<file path="src/rtl/inst_fetch.sv">
// inst_fetch: MIPS instruction-fetch stage.
// Owns the PC, addresses the combinational instruction ROM and registers the
// returned word into the IF/ID pipeline register. Inaccessible fetches are
// vectored to EXC_VECTOR after a short drain period. A fault at the vector
// itself halts fetch until reset.
module inst_fetch #(
  parameter logic [31:0] RESET_PC     = 32'h0000_0000,
  parameter logic [31:0] EXC_VECTOR   = 32'h0040_0004,
  parameter int unsigned DRAIN_CYCLES = 2
) (
  input  logic        clk,
  input  logic        reset,
  output logic [31:0] imem_addr,
  input  logic [31:0] imem_data,
  input  logic        imem_accessable,
  input  logic        stall,
  input  logic        redirect_valid,
  input  logic [31:0] redirect_target,
  output logic [31:0] id_instr,
  output logic [31:0] id_pc_plus4,
  output logic        id_valid,
  output logic        fault,
  output logic [31:0] fault_pc,
  output logic [7:0]  fault_count,
  output logic        halted
);

  typedef enum logic [1:0] {
    RUN   = 2'd0,
    DRAIN = 2'd1,
    HALT  = 2'd2
  } state_t;

  // The drain counter is 4 bits wide, enough for the 1..15 range.
  localparam logic [3:0] DRAIN_INIT = 4'(DRAIN_CYCLES);

  state_t      state_q, state_d;
  logic [31:0] pc_q, pc_d;
  logic [3:0]  drain_cnt_q, drain_cnt_d;
  logic [31:0] id_instr_q, id_instr_d;
  logic [31:0] id_pc_plus4_q, id_pc_plus4_d;
  logic        id_valid_q, id_valid_d;
  logic        fault_q, fault_d;
  logic [31:0] fault_pc_q, fault_pc_d;
  logic [7:0]  fault_count_q, fault_count_d;
  logic        halted_q, halted_d;
  logic [31:0] pc_plus4;

  assign pc_plus4 = pc_q + 32'd4;

  // Next-state logic: redirect beats stall beats fetch in RUN; DRAIN and HALT
  // ignore everything except the drain counter and reset respectively.
  always_comb begin
    state_d       = state_q;
    pc_d          = pc_q;
    drain_cnt_d   = drain_cnt_q;
    id_instr_d    = id_instr_q;
    id_pc_plus4_d = id_pc_plus4_q;
    id_valid_d    = id_valid_q;
    fault_d       = 1'b0;
    fault_pc_d    = fault_pc_q;
    fault_count_d = fault_count_q;
    halted_d      = halted_q;

    unique case (state_q)
      RUN: begin
        if (redirect_valid) begin
          // Taken even under stall; the ROM response for the old PC is dropped.
          pc_d       = redirect_target;
          id_valid_d = 1'b0;
        end else if (stall) begin
          // Hold PC and IF/ID; no fault is evaluated while stalled.
        end else if (imem_accessable) begin
          id_instr_d    = imem_data;
          id_pc_plus4_d = pc_plus4;
          id_valid_d    = 1'b1;
          pc_d          = pc_plus4;
        end else begin
          id_valid_d    = 1'b0;
          fault_d       = 1'b1;
          fault_pc_d    = pc_q;
          fault_count_d = (fault_count_q == 8'hFF) ? fault_count_q
                                                   : fault_count_q + 8'd1;
          if (pc_q == EXC_VECTOR) begin
            // The handler itself is unreachable: nothing sensible to fetch.
            state_d  = HALT;
            halted_d = 1'b1;
          end else begin
            pc_d        = EXC_VECTOR;
            drain_cnt_d = DRAIN_INIT;
            state_d     = DRAIN;
          end
        end
      end

      DRAIN: begin
        // Vector wins over any in-flight branch, and stall cannot extend this.
        id_valid_d  = 1'b0;
        pc_d        = EXC_VECTOR;
        drain_cnt_d = drain_cnt_q - 4'd1;
        if (drain_cnt_q <= 4'd1) begin
          state_d = RUN;
        end
      end

      HALT: begin
        id_valid_d = 1'b0;
      end

      default: begin
        state_d    = HALT;
        id_valid_d = 1'b0;
        halted_d   = 1'b1;
      end
    endcase
  end

  // State and pipeline registers; reset returns everything to boot values.
  always_ff @(posedge clk or posedge reset) begin
    if (reset) begin
      state_q       <= RUN;
      pc_q          <= RESET_PC;
      drain_cnt_q   <= 4'd0;
      id_instr_q    <= 32'd0;
      id_pc_plus4_q <= 32'd0;
      id_valid_q    <= 1'b0;
      fault_q       <= 1'b0;
      fault_pc_q    <= 32'd0;
      fault_count_q <= 8'd0;
      halted_q      <= 1'b0;
    end else begin
      state_q       <= state_d;
      pc_q          <= pc_d;
      drain_cnt_q   <= drain_cnt_d;
      id_instr_q    <= id_instr_d;
      id_pc_plus4_q <= id_pc_plus4_d;
      id_valid_q    <= id_valid_d;
      fault_q       <= fault_d;
      fault_pc_q    <= fault_pc_d;
      fault_count_q <= fault_count_d;
      halted_q      <= halted_d;
    end
  end

  assign imem_addr   = pc_q;
  assign id_instr    = id_instr_q;
  assign id_pc_plus4 = id_pc_plus4_q;
  assign id_valid    = id_valid_q;
  assign fault       = fault_q;
  assign fault_pc    = fault_pc_q;
  assign fault_count = fault_count_q;
  assign halted      = halted_q;

endmodule

</file>
<file path="config.mk">
export PLATFORM = sky130hd
export DESIGN_NAME = inst_fetch
export DESIGN_NICKNAME = d
export VERILOG_FILES = /design/src/rtl/inst_fetch.sv
export SDC_FILE = /design/constraint.sdc
export NUM_CORES = 1
export LEC_CHECK = 0
export ABC_CLOCK_PERIOD_IN_PS = 5610
export CELL_PAD_IN_SITES_DETAIL_PLACEMENT = 0
export CELL_PAD_IN_SITES_GLOBAL_PLACEMENT = 1
export CORE_AREA = 2 2 144 146
export CTS_BUF_LIST = sky130_fd_sc_hd__clkbuf_16
export CTS_CLUSTER_SIZE = 40
export DETAILED_ROUTE_END_ITERATION = 8
export DIE_AREA = 0 0 146 148
export PLACE_DENSITY = 0.8
export SYNTH_ARGS = -nofsm -noshare
export SYNTH_HDL_FRONTEND = slang
export SYNTH_SLANG_ARGS = --single-unit
</file>
<file path="constraint.sdc">
create_clock -name clk -period 5.61 [get_ports clk]
set_input_delay 1.122 -clock clk [delete_from_list [all_inputs] [get_ports clk]]
set_output_delay 1.122 -clock clk [all_outputs]
set_load 0.005 [all_outputs]
</file>
# == After elaboration in Yosys (flattened, before gate mapping) ==
# Cells that the tools add are included.
# totals
reg_bits,145
latch_bits,0
ram_bits,0
mem_bits_ro,0
word_cells,71
memories,0
# classes
addsub,3
mul,0
n_div,0
magnitude_cmp,1
eq_ne,12
shift,0
mux,29
bitwise,6
reduce_logical,10
# op_table
operator,count
32-bit two-way mux,4
32-bit case mux with 2 select lines,1
"32-bit by 3-bit adder with 32-bit output, second input constant",1
"32-bit by 23-bit equality test with 1-bit output, second input constant",1
5-bit AND reduction,4
4-bit two-way mux,4
1-bit two-way mux,12
"2-bit inequality test, second input constant",6
2-bit two-way mux,5
"8-bit by 1-bit adder with 8-bit output, second input constant",1
"8-bit equality test, second input constant",1
4-bit case mux with 2 select lines,1
4-bit AND reduction,2
1-bit NOT,6
2-bit case mux with 3 select lines,1
"4-bit by 1-bit <= comparator with 1-bit output, second input constant",1
"4-bit inequality test, second input constant",1
"4-bit by 1-bit subtractor with 4-bit output, second input constant",1
"3-bit inequality test, second input constant",1
3-bit AND reduction,1
"2-bit by 1-bit equality test with 1-bit output, second input constant",1
"2-bit equality test, second input constant",1
2-bit zero test,1
1-bit case mux with 2 select lines,1
2 further kinds,2

# == Logic depth before layout (Yosys ltp) ==
# Gate-level depths: netlist (run 1).
# depth
ltp_word,6
depth_mapped,9

# == Worst setup path before layout (run 1) ==
# Ideal clock, no wire load.
# synth_path
path_type,input to register
from,input imem_accessable
to,register fault_count_q[5] (netlist: fault_count[5])
arrival_time_ns,2.536
setup_slack_ns,2.951
stages,6
n_path_buf,1
cell_sequence,or4b_1 -> clkbuf_1 -> a41oi_2 -> and3_1 -> nand4_1 -> xnor2_1
# synth_via
elab_chain_len,2
# synth_lines
item,line,text
"start, declared",15,"input logic imem_accessable,"
1-bit NOT (no line),-,
5-bit AND reduction (no line),-,
"end signal, assigned",140,fault_count_q <= fault_count_d;
"end, declared",45,"logic [7:0] fault_count_q, fault_count_d;"
# No other way between the ends.
# A chain may end at the register's enable or synchronous reset.

# == Worst setup path in the final report (run 1) ==
# layout_path
from,input redirect_valid
to,register drain_cnt_q[0]
# layout_via
elab_chain_len,2
# layout_lines
item,line,text
"start, declared",17,"input logic redirect_valid,"
2-bit inequality test (no line),-,
5-bit AND reduction (no line),-,
"end signal, assigned",134,drain_cnt_q <= drain_cnt_d;
"end, declared",39,"logic [3:0] drain_cnt_q, drain_cnt_d;"
# No other way between the ends.

==> impl_results.md, run 1 <==
* Status: finished, final reports clean
* Drt via density at 5.09
* #FFs+latches synth at 145
* Post-route minimum period at 3680 ps
* TritonCTS buffer count at 17
* Clock transition at path regs at 60 ps
* Min-delay src: id_instr[23]$_DFFE_PP0P_
* Design Area, Final at 0.00985 mm^2
* Worst-Skew Late Latency at 440 ps
* Crit Path Class: in -> reg
* Top cells by count, synth: nand2_1, dfrtp_1, o21ai_0
* Detail Placement HPWL at 15500 um
* Final hold viol count at 0
* Cells resized by post-CTS repair at 0
* Critical path required time at 5970 ps
* Worst R2R Start: state_q[0]$_DFFE_PP0P_
* Nets at 981
* Fin cells at 1187
* Pre-Repair DR Iteration Count at 5
* Layout cells sized above 1 at 0.0808
* Net Switching at 1.53 mW
* Setup crit start kind: primary input
* FMAX at 271 MHz
* Post-Syn Instances at 717
* Yosys top cell area share at 0.527
* Core ar. at 0.0200 mm^2
* Hold crit path type: reg -> reg
* PortBufs at 207
* # fillers at 1930
* Site row count at 52
* Peak VDD IR at 212 uV
* Worst setup EP type: register
* TNS Setup at 0 ps
* Power share of the clock group at 0.259
* H-tree Lvls at 4
* Vias in the first global route at 5810
* Worst hold slack at 468 ps
* Number of max-cap violations at 0
* Drt total wl at 21700 um
* GPL Wtd Cong at 0.805
* Sequential power share at 0.391
* Dpl cells at 1155
* Top FF cell, synth: dfrtp_1
* Die width at 146 um
* Number of flops mapped to enable cells by yosys at 0
* Routing usage on met3 at 0.0420
* P_int at 3.33 mW
* Initial antenna violation count at 1
* DRT iter0 DRCs at 416
* Gr busiest metal: met2
* Fraction of registers with async set/reset at 1.00
* Number of I/O pins at 208
* Total gr overflow at 0
* Critical path arrival at 4050 ps
* Switching part of the total at 0.315
* Seq/Total Area, Yosys at 0.527
* Vias at 6047
* Mapped Nets at 794
* Syn. warnings at 0
* First-pass GRT wire length at 34000 um
* Leak at 4.22 nW
* Slew @ Worst Pin at 1280 ps
* DR WL/cell at 18.3 um
* Placement-stage cell area at 0.00920 mm^2
* Synth area leader: dfrtp_1
* Largest buffer count on any clock path at 2
* Area growth syn-to-layout at 43.1%
* Die area at 0.0216 mm^2
* Area of the mapped netlist at 0.00688 mm^2
* Antenna-violating nets left at 0
* Final core occ at 0.492
* CTS tree: built
* Post-synth cell types at 54
* Comb power frac at 0.349
* Post-route clock period utilization at 0.657
* Pin count of the biggest net entering global routing at 81
* Crit. Startpoint: redirect_valid
* Die Height at 148 um
* Hold_buf cts at 0
* Starting Density at 0.343
* Syn avg cell area at 9.60 um^2
* All-layer global routing usage at 0.202
* Count leader, synth: nand2_1
* Max FO, Critical Path at 33
* DRC viols at 0
* Postcts setup bufs at 0
* Synth area leaders: dfrtp_1, nand2_1, o21ai_0
* Clk sinks at 145
* Met1 usage at 0.279
* Final setup skew at 15.3 ps
* RSZ-0062 raised after global routing: false
* Final Setup Violations at 0
* Pwr dens at 493 mW/mm^2
* Max Slew Vio Count at 0
* Worst slew margin at 0.142
* Root Driver: clkbuf_16
* M2 GR Usage at 0.314
-- worst paths after layout --
check                           slack, ps                    endpoint  cells past startpoint
worst max-delay path                 1930  drain_cnt_q[0]$_DFFE_PP0P_                      8
worst min-delay path                  470    id_instr[23]$_DFFE_PP0P_                      2
worst max register to register       2370  drain_cnt_q[0]$_DFFE_PP0P_                      8
worst min register to register        470    id_instr[23]$_DFFE_PP0P_                      2
max in group asynchronous            3390    fault_pc[16]$_DFFE_PP0P_                      3
min in group asynchronous            1200    id_instr[29]$_DFFE_PP0P_                      2
-- cells by family (layout without fill, tap and decap cells) --
| family | Yosys count | in the layout | share of synthesized area |
|---|---|---|---|
| DFF | 145 | 145 | 0.527 |
| and+or+nand+nor | 289 | 289 | 0.195 |
| muxes | 25 | 25 | 0.0407 |
| AOI/OAI and AO/OA | 143 | 143 | 0.137 |
| adders and majority gates | 8 | 8 | 0.0145 |
| buffers and inverters | 73 | 272 | 0.0429 |
| other | 0 | 1 | 0 |
| xor gates and xnor gates | 34 | 34 | 0.0433 |
-- metrics by stage --
stage	setup slack, ps	power [mW]
global placement	1660	3.60
CTS	1930	4.90
detailed placement	1490	3.63
global route	1820	5.16
finish	1930	4.86
floorplan	593	2.47
-- flip-flops by register name (all words and copies together) (netlist names) --
name	flops
fault_pc	32
id_instr	32
id_pc_plus4	32
imem_addr	32
fault_count	8
drain_cnt_q	4
state_q	2
fault	1
halted	1
id_valid	1
-- power by group through the flow --
| stage | clock [mW] | combinational, mW | sequential (mW) |
|---|---|---|---|
| 3_5_place_dp | 0 | 1.72 | 1.91 |
| 6_report | 1.26 | 1.70 | 1.90 |
| 2_1_floorplan | 0 | 0.681 | 1.79 |
| 3_3_place_gp | 0 | 1.69 | 1.90 |
| 4_1_cts | 1.28 | 1.72 | 1.90 |
| 5_1_grt | 1.33 | 1.85 | 1.97 |
-- critical path, stage by stage --
cell             delay (ps)
clkdlybuf4s50_1         400
buf_4                   230
or4b_2                  890
buf_4                   340
inv_1                   190
o21ai_0                 240
a21boi_0                390
mux2_2                  230
-- cell usage in the layout, fill, tap and decap left out, types with 10 or more instances in the layout --
master	n
clkdlybuf4s50_1	207
dfrtp_1	145
buf_4	11
nand3_1	19
a21oi_1	14
nand2_1	175
nor2_1	22
xor2_1	12
inv_1	24
o31ai_1	12
clkbuf_16	17
and3_1	10
mux2_2	24
nor3_1	12
xnor2_1	22
a211oi_1	10
o21ai_0	55
-- cell type report --
class / count / area, um^2 / share of cell area
repair buffers: 218 / 2150 / 0.219
clock inverters: 14 / 221 / 0.0225
well taps: 270 / 338 / 0.0343
diodes: 1 / 2.50 / 0.000254
clock buffers: 17 / 425 / 0.0432
flip-flops and latches: 145 / 3630 / 0.368
inverters: 23 / 91.3 / 0.00927
multi-input cells: 499 / 2990 / 0.303
-- routing by layer --
metal | vias to the layer above | share of wire
met4 | 0 | 0.022
met2 | 216 | 0.47
met1 | 2916 | 0.44
met3 | 39 | 0.062
li1 | 2876 | -
met5 | - | 0
Note: power is estimated with default switching activity, not from simulation.
==> run 2: changes to the inputs <==
--- a/config.mk
+++ b/config.mk
@@ -5,7 +5,7 @@
 export SDC_FILE = /design/constraint.sdc
 export NUM_CORES = 1
 export LEC_CHECK = 0
-export ABC_CLOCK_PERIOD_IN_PS = 5610
+export ABC_CLOCK_PERIOD_IN_PS = 3600
 export CELL_PAD_IN_SITES_DETAIL_PLACEMENT = 0
 export CELL_PAD_IN_SITES_GLOBAL_PLACEMENT = 1
 export CORE_AREA = 2 2 144 146
==> constraint.sdc (replaced) <==
create_clock -name clk -period 3.6 [get_ports clk]
set_input_delay 0.72 -clock clk [delete_from_list [all_inputs] [get_ports clk]]
set_output_delay 0.72 -clock clk [all_outputs]
set_load 0.005 [all_outputs]
==> impl_results.md, run 2 (same netlist as run 1, synthesis figures left out) <==
* Final Setup Violations at 0 (unchanged)
* PortBufs at 207 (unchanged)
* Stages on the worst setup path at 6 (-2)
* Worst R2R Start: imem_addr[2]$_DFFE_PP0P_
* Min-delay src: halted$_DFFE_PP0P_
* Most common cell after layout, fill and taps aside: clkdlybuf4s50_1
* TritonCTS buffer count at 17 (unchanged)
* Nets at 993 (+1.2%)
* Hold_buf cts at 0 (unchanged)
* Total gr overflow at 0 (unchanged)
* First-pass GRT wire length at 34400 um (+0.98%)
* FMAX at 353 MHz
* Drt total wl at 21800 um (+0.29%)
* Layout cells sized above 1 at 0.0936 (+0.0129)
* Post-route minimum period at 2830 ps
* Detail Placement HPWL at 15700 um (+0.93%)
* Slew @ Worst Pin at 774 ps (-501 ps)
* Max FO, Critical Path at 11 (-67%)
* DRT iter0 DRCs at 500 (+20%)
* All-layer global routing usage at 0.204 (+0.00228)
* DR WL/cell at 18.1 um (-0.80%)
* Vias in the first global route at 5902 (+1.6%)
* Number of max-cap violations at 0 (unchanged)
* Area growth syn-to-layout at 43.8%
* Cells resized by post-CTS repair at 0 (unchanged)
* Final core occ at 0.494 (+0.00244)
* Dpl cells at 1167 (+1.0%)
* Clk sinks at 145 (unchanged)
* CP max stage cell: dfrtp_1
* CP max stage delay at 600 ps (-290 ps)
* Drt via density at 5.11 (+0.36%)
* Pwr dens at 744 mW/mm^2 (+51%)
* GPL Wtd Cong at 0.820 (+1.8%)
* Worst-Skew Late Latency at 430 ps (about the same)
* H-tree Lvls at 4 (unchanged)
* Crit Path Class: reg -> reg
* CTS tree: built
* R2r setup slk at 770 ps (-1600 ps)
* Antenna-violating nets left at 0 (unchanged)
* Core ar. at 0.0200 mm^2 (unchanged)
* Crit-path leading delay family: compound AO/OA/AOI/OAI gates
* Dpl ws at 486 ps (-1010 ps)
* Hold endpoint: halted$_DFFE_PP0P_
* CP Cell Sequence: ha_1, nor4b_1, nand4_1, o21ai_0, a21boi_0, mux2_2
* Commonest non-fill, non-tap cells in the layout: clkdlybuf4s50_1, nand2_1, dfrtp_1
* Post-route clock period utilization at 0.786
* TNS Setup at 0 ps (unchanged)
* Pre-Repair DR Iteration Count at 5 (unchanged)
* Postcts setup bufs at 0 (unchanged)
* Critical path required time at 3910 ps (-2060 ps)
* Leak at 4.23 nW (+0.35%)
* Fin cells at 1200 (+1.1%)
* Largest buffer count on any clock path at 2 (unchanged)
* Worst hold slack at 469 ps (+1.23 ps)
* Final hold viol count at 0 (unchanged)
* Final worst setup slack at 769 ps (-1160 ps)
* Peak VDD IR at 312 uV (+47%)
* Clock transition at path regs at 60 ps (about the same)
* Final setup skew at 7.34 ps (-8.01 ps)
* Pin count of the biggest net entering global routing at 52 (-36%)
* Die Height at 148 um (unchanged)
* Worst setup EP type: register
* Starting Density at 0.343 (unchanged)
* RSZ-0062 raised after global routing: false
* Vias at 6135 (+1.5%)
* Critical path arrival at 3140 ps (-910 ps)
* Site row count at 52 (unchanged)
* Initial antenna violation count at 1 (unchanged)
* Die area at 0.0216 mm^2 (unchanged)
* Status: finished, final reports clean
* Reg2reg end: drain_cnt_q[0]$_DFFE_PP0P_
* Max Slew Vio Count at 0 (unchanged)
* Root Driver: clkbuf_16
* Hold depth at 1 (-1)
* Number of I/O pins at 208 (unchanged)
* Hold crit path type: reg -> reg
* Worst slew margin at 0.483 (+0.341)
* DRC viols at 0 (unchanged)
* Buf/Inv on CP at 0 (-4)
* FF-to-FF path depth at 6 (-2)
* Setup crit start kind: register
* Die width at 146 um (unchanged)
-- run 2: changes by cell type in the layout (fill, tap and decap cells not counted), sizes merged --
cell and change:
buf +12, bufinv -4, clkinvlp +5
-- run 2: where the power goes --
group	switching, mW	total [mW]	internal, mW
Clock	0.719	1.73	1.01
Combinational	1.05	2.70	1.64
Sequential	0.660	2.94	2.28
Total	2.43	7.37	4.94
-- run 2: cell type report --
type / instances / area [um^2]
timing repair buffer: 230 / 2280
clock buffer: 17 / 425
inverter: 23 / 90.1
tap: 270 / 338
multi-input combinational: 499 / 2990
sequential: 145 / 3630
fill: 1930 / 10100
antenna: 1 / 2.50
clock inverter: 15 / 144
-- run 2: metal layers --
| layer | share of wire | GRT usage | vias up | routed length (um) |
|---|---|---|---|---|
| met5 | 0 | 0 | - | 0 |
| met4 | 0.015 | 0.0704 | 0 | 316 |
| met3 | 0.066 | 0.0454 | 20 | 1440 |
| met2 | 0.47 | 0.314 | 212 | 10200 |
| met1 | 0.45 | 0.285 | 3003 | 9780 |
| li1 | - | - | 2900 | - |
-- run 2: worst max-delay path by stage --
stage | start | to | slack (ps)
final | imem_addr[2]$_DFFE_PP0P_ | drain_cnt_q[0]$_DFFE_PP0P_ | 770
after CTS | state_q[1]$_DFFE_PP0P_ | drain_cnt_q[0]$_DFFE_PP0P_ | 830
after global placement | imem_accessable | drain_cnt_q[0]$_DFFE_PP0P_ | 550
after floorplan | reset | drain_cnt_q[0]$_DFFE_PP0P_ | 1060
after global routing | imem_addr[2]$_DFFE_PP0P_ | drain_cnt_q[0]$_DFFE_PP0P_ | 560
after detailed placement | imem_accessable | drain_cnt_q[0]$_DFFE_PP0P_ | 490
-- run 2: metrics by stage --
stage | power, mW | instance area [um^2]
6_report | 7.37 | 9900
5_1_grt | 7.83 | 9900
4_1_cts | 7.43 | 9900
3_5_place_dp | 5.67 | 9330
3_3_place_gp | 5.63 | 9330
2_1_floorplan | 3.86 | 6890
-- run 2: worst register-to-register path, stage by stage, from the launching register on --
cell,delay [ps]
dfrtp_1,600
ha_1,220
nor4b_1,350
nand4_1,420
o21ai_0,550
a21boi_0,260
mux2_2,320
==> run 3: changes to the inputs <==
--- a/config.mk
+++ b/config.mk
@@ -5,7 +5,7 @@
 export SDC_FILE = /design/constraint.sdc
 export NUM_CORES = 1
 export LEC_CHECK = 0
-export ABC_CLOCK_PERIOD_IN_PS = 3600
+export ABC_CLOCK_PERIOD_IN_PS = 2800
 export CELL_PAD_IN_SITES_DETAIL_PLACEMENT = 0
 export CELL_PAD_IN_SITES_GLOBAL_PLACEMENT = 1
 export CORE_AREA = 2 2 144 146
==> constraint.sdc (replaced) <==
create_clock -name clk -period 2.8 [get_ports clk]
set_input_delay 0.56 -clock clk [delete_from_list [all_inputs] [get_ports clk]]
set_output_delay 0.56 -clock clk [all_outputs]
set_load 0.005 [all_outputs]
==> impl_results.md, run 3 (same netlist as run 1, synthesis figures left out) <==
* Final setup skew at 8.50 ps (+1.16 ps)
* Leak at 4.41 nW (+4.1%)
* Number of I/O pins at 208 (unchanged)
* TritonCTS buffer count at 17 (unchanged)
* Cells resized by post-CTS repair at 0 (unchanged)
* Clk sinks at 145 (unchanged)
* Initial antenna violation count at 0 (-1)
* Antenna-violating nets left at 0 (unchanged)
* Dpl ws at 30.2 ps (-456 ps)
* Hold_buf cts at 0 (unchanged)
* Comb power frac at 0.385 (+0.019)
* Die width at 146 um (unchanged)
* Final Setup Violations at 0 (unchanged)
* Buf/Inv on CP at 2 (+2)
* CTS tree: built
* Final hold viol count at 0 (unchanged)
* Worst setup EP type: register
* Slew @ Worst Pin at 561 ps (-214 ps)
* Drt total wl at 21700 um (-0.51%)
* Number of max-cap violations at 0 (unchanged)
* Final worst setup slack at 359 ps (-410 ps)
* CP max stage cell: dfrtp_1
* PortBufs at 207 (unchanged)
* Max Slew Vio Count at 0 (unchanged)
* Sequential power share at 0.368 (-0.031)
* Core ar. at 0.0200 mm^2 (unchanged)
* Setup crit start kind: register
* Crit Path Class: reg -> reg
* All-layer global routing usage at 0.201 (-0.00282)
* Site row count at 52 (unchanged)
* Most common cell after layout, fill and taps aside: clkdlybuf4s50_1
* Placement-stage cell area at 0.00955 mm^2 (+2.4%)
* RSZ-0062 raised after global routing: false
* Critical path arrival at 2750 ps (-390 ps)
* DRC viols at 0 (unchanged)
* Critical path required time at 3110 ps (-800 ps)
* Post-route minimum period at 2440 ps (-390 ps)
* Worst-Skew Late Latency at 420 ps (about the same)
* Power share of the clock group at 0.247 (+0.012)
* Status: finished, final reports clean
* Worst slew margin at 0.623 (+0.140)
* Switching part of the total at 0.315 (-0.0148)
* Die area at 0.0216 mm^2 (unchanged)
* Commonest non-fill, non-tap cells in the layout: clkdlybuf4s50_1, nand2_1, dfrtp_1
* Max FO, Critical Path at 8 (-3)
* R2r setup slk at 360 ps (-410 ps)
* Pin count of the biggest net entering global routing at 85 (+63%)
* Design Area, Final at 0.0102 mm^2 (+2.7%)
* Die Height at 148 um (unchanged)
* Total gr overflow at 0 (unchanged)
* Antenna fix cells at 0 (-1)
* Postcts setup bufs at 0 (unchanged)
* Starting Density at 0.343 (unchanged)
* Crit-path leading delay family: compound AO/OA/AOI/OAI gates
* Post-route clock period utilization at 0.872 (+0.0854)
* P_int at 6.75 mW (+37%)
* Peak VDD IR at 470 uV (+51%)
* Largest buffer count on any clock path at 2 (unchanged)
* Hold crit path type: in -> async
* Layout cells sized above 1 at 0.115 (+0.0217)
* CP max stage delay at 480 ps (-120 ps)
* GPL Wtd Cong at 0.819 (about the same)
* Drt via density at 5.05 (-1.2%)
* TNS Setup at 0 ps (unchanged)
* Vias in the first global route at 5936 (+0.58%)
* Pre-Repair DR Iteration Count at 6 (+1)
* FMAX at 410 MHz (+16%)
* H-tree Lvls at 4 (unchanged)
* Net Switching at 3.11 mW (+28%)
* DRT iter0 DRCs at 445 (-11%)
* First-pass GRT wire length at 34000 um (-1.0%)
* Nets at 1019 (+2.6%)
* Pwr dens at 969 mW/mm^2 (+30%)
* Detail Placement HPWL at 15900 um (+1.3%)
* Area growth syn-to-layout at 47.8%
* Clock transition at path regs at 60 ps (about the same)
* DR WL/cell at 17.7 um (-2.5%)
* CP Cell Sequence: inv_1, ha_1, nor4b_1, nand4_1, buf_4, o21ai_0, a21boi_0, mux2_2
* Vias at 6184 (+0.80%)
* Root Driver: clkbuf_16
## run 3: worst register-to-register path: stages, from the launching register on
cell and delay, ps:
dfrtp_1 480, inv_1 130, ha_1 140, nor4b_1 310, nand4_1 150, buf_4 190
o21ai_0 390, a21boi_0 240, mux2_2 310
## run 3: through the flow
step	utilization	cells	total power [mW]	hold WS, ps
detailed placement	0.476	1193	7.48	451
CTS	0.507	1224	9.96	436
global route	0.507	1224	10.5	457
global placement	0.476	1193	7.41	444
floorplan	-	717	4.96	451
finish	0.507	1224	9.85	444
## run 3: path summary, 6_finish.rpt
check,end,from,cells past startpoint
max,drain_cnt_q[0]$_DFFE_PP0P_,imem_addr[3]$_DFFE_PP0P_,8
min,fault_pc[6]$_DFFE_PP0P_,reset,2
max reg2reg,drain_cnt_q[0]$_DFFE_PP0P_,imem_addr[3]$_DFFE_PP0P_,8
min reg2reg,halted$_DFFE_PP0P_,halted$_DFFE_PP0P_,1
max in group asynchronous,id_instr[8]$_DFFE_PP0P_,reset,3
min in group clk,halted$_DFFE_PP0P_,halted$_DFFE_PP0P_,1
## run 3: area by class of cell
cell class	count	area [um^2]
Clock buffer	17	425
Clock inverter	14	196
Fill cell	1945	9870
Inverter	23	90.1
Multi-Input combinational cell	499	2990
Sequential cell	145	3630
Tap cell	270	338
Timing Repair Buffer	256	2500
## run 3: power by group through the flow
stage               clock network, mW  logic [mW]  registers [mW]
finish                           2.44        3.80            3.62
global route                     2.56        4.16            3.74
CTS                              2.49        3.85            3.62
detailed placement                  0        3.83            3.65
global placement                    0        3.79            3.62
floorplan                           0        1.36            3.59
## run 3: layer usage
metal	track usage	vias up	wire [um]
met5	0	-	0
met4	0.0752	0	488
met3	0.0389	31	1390
met2	0.308	224	9950
met1	0.284	2982	9830
li1	-	2947	-
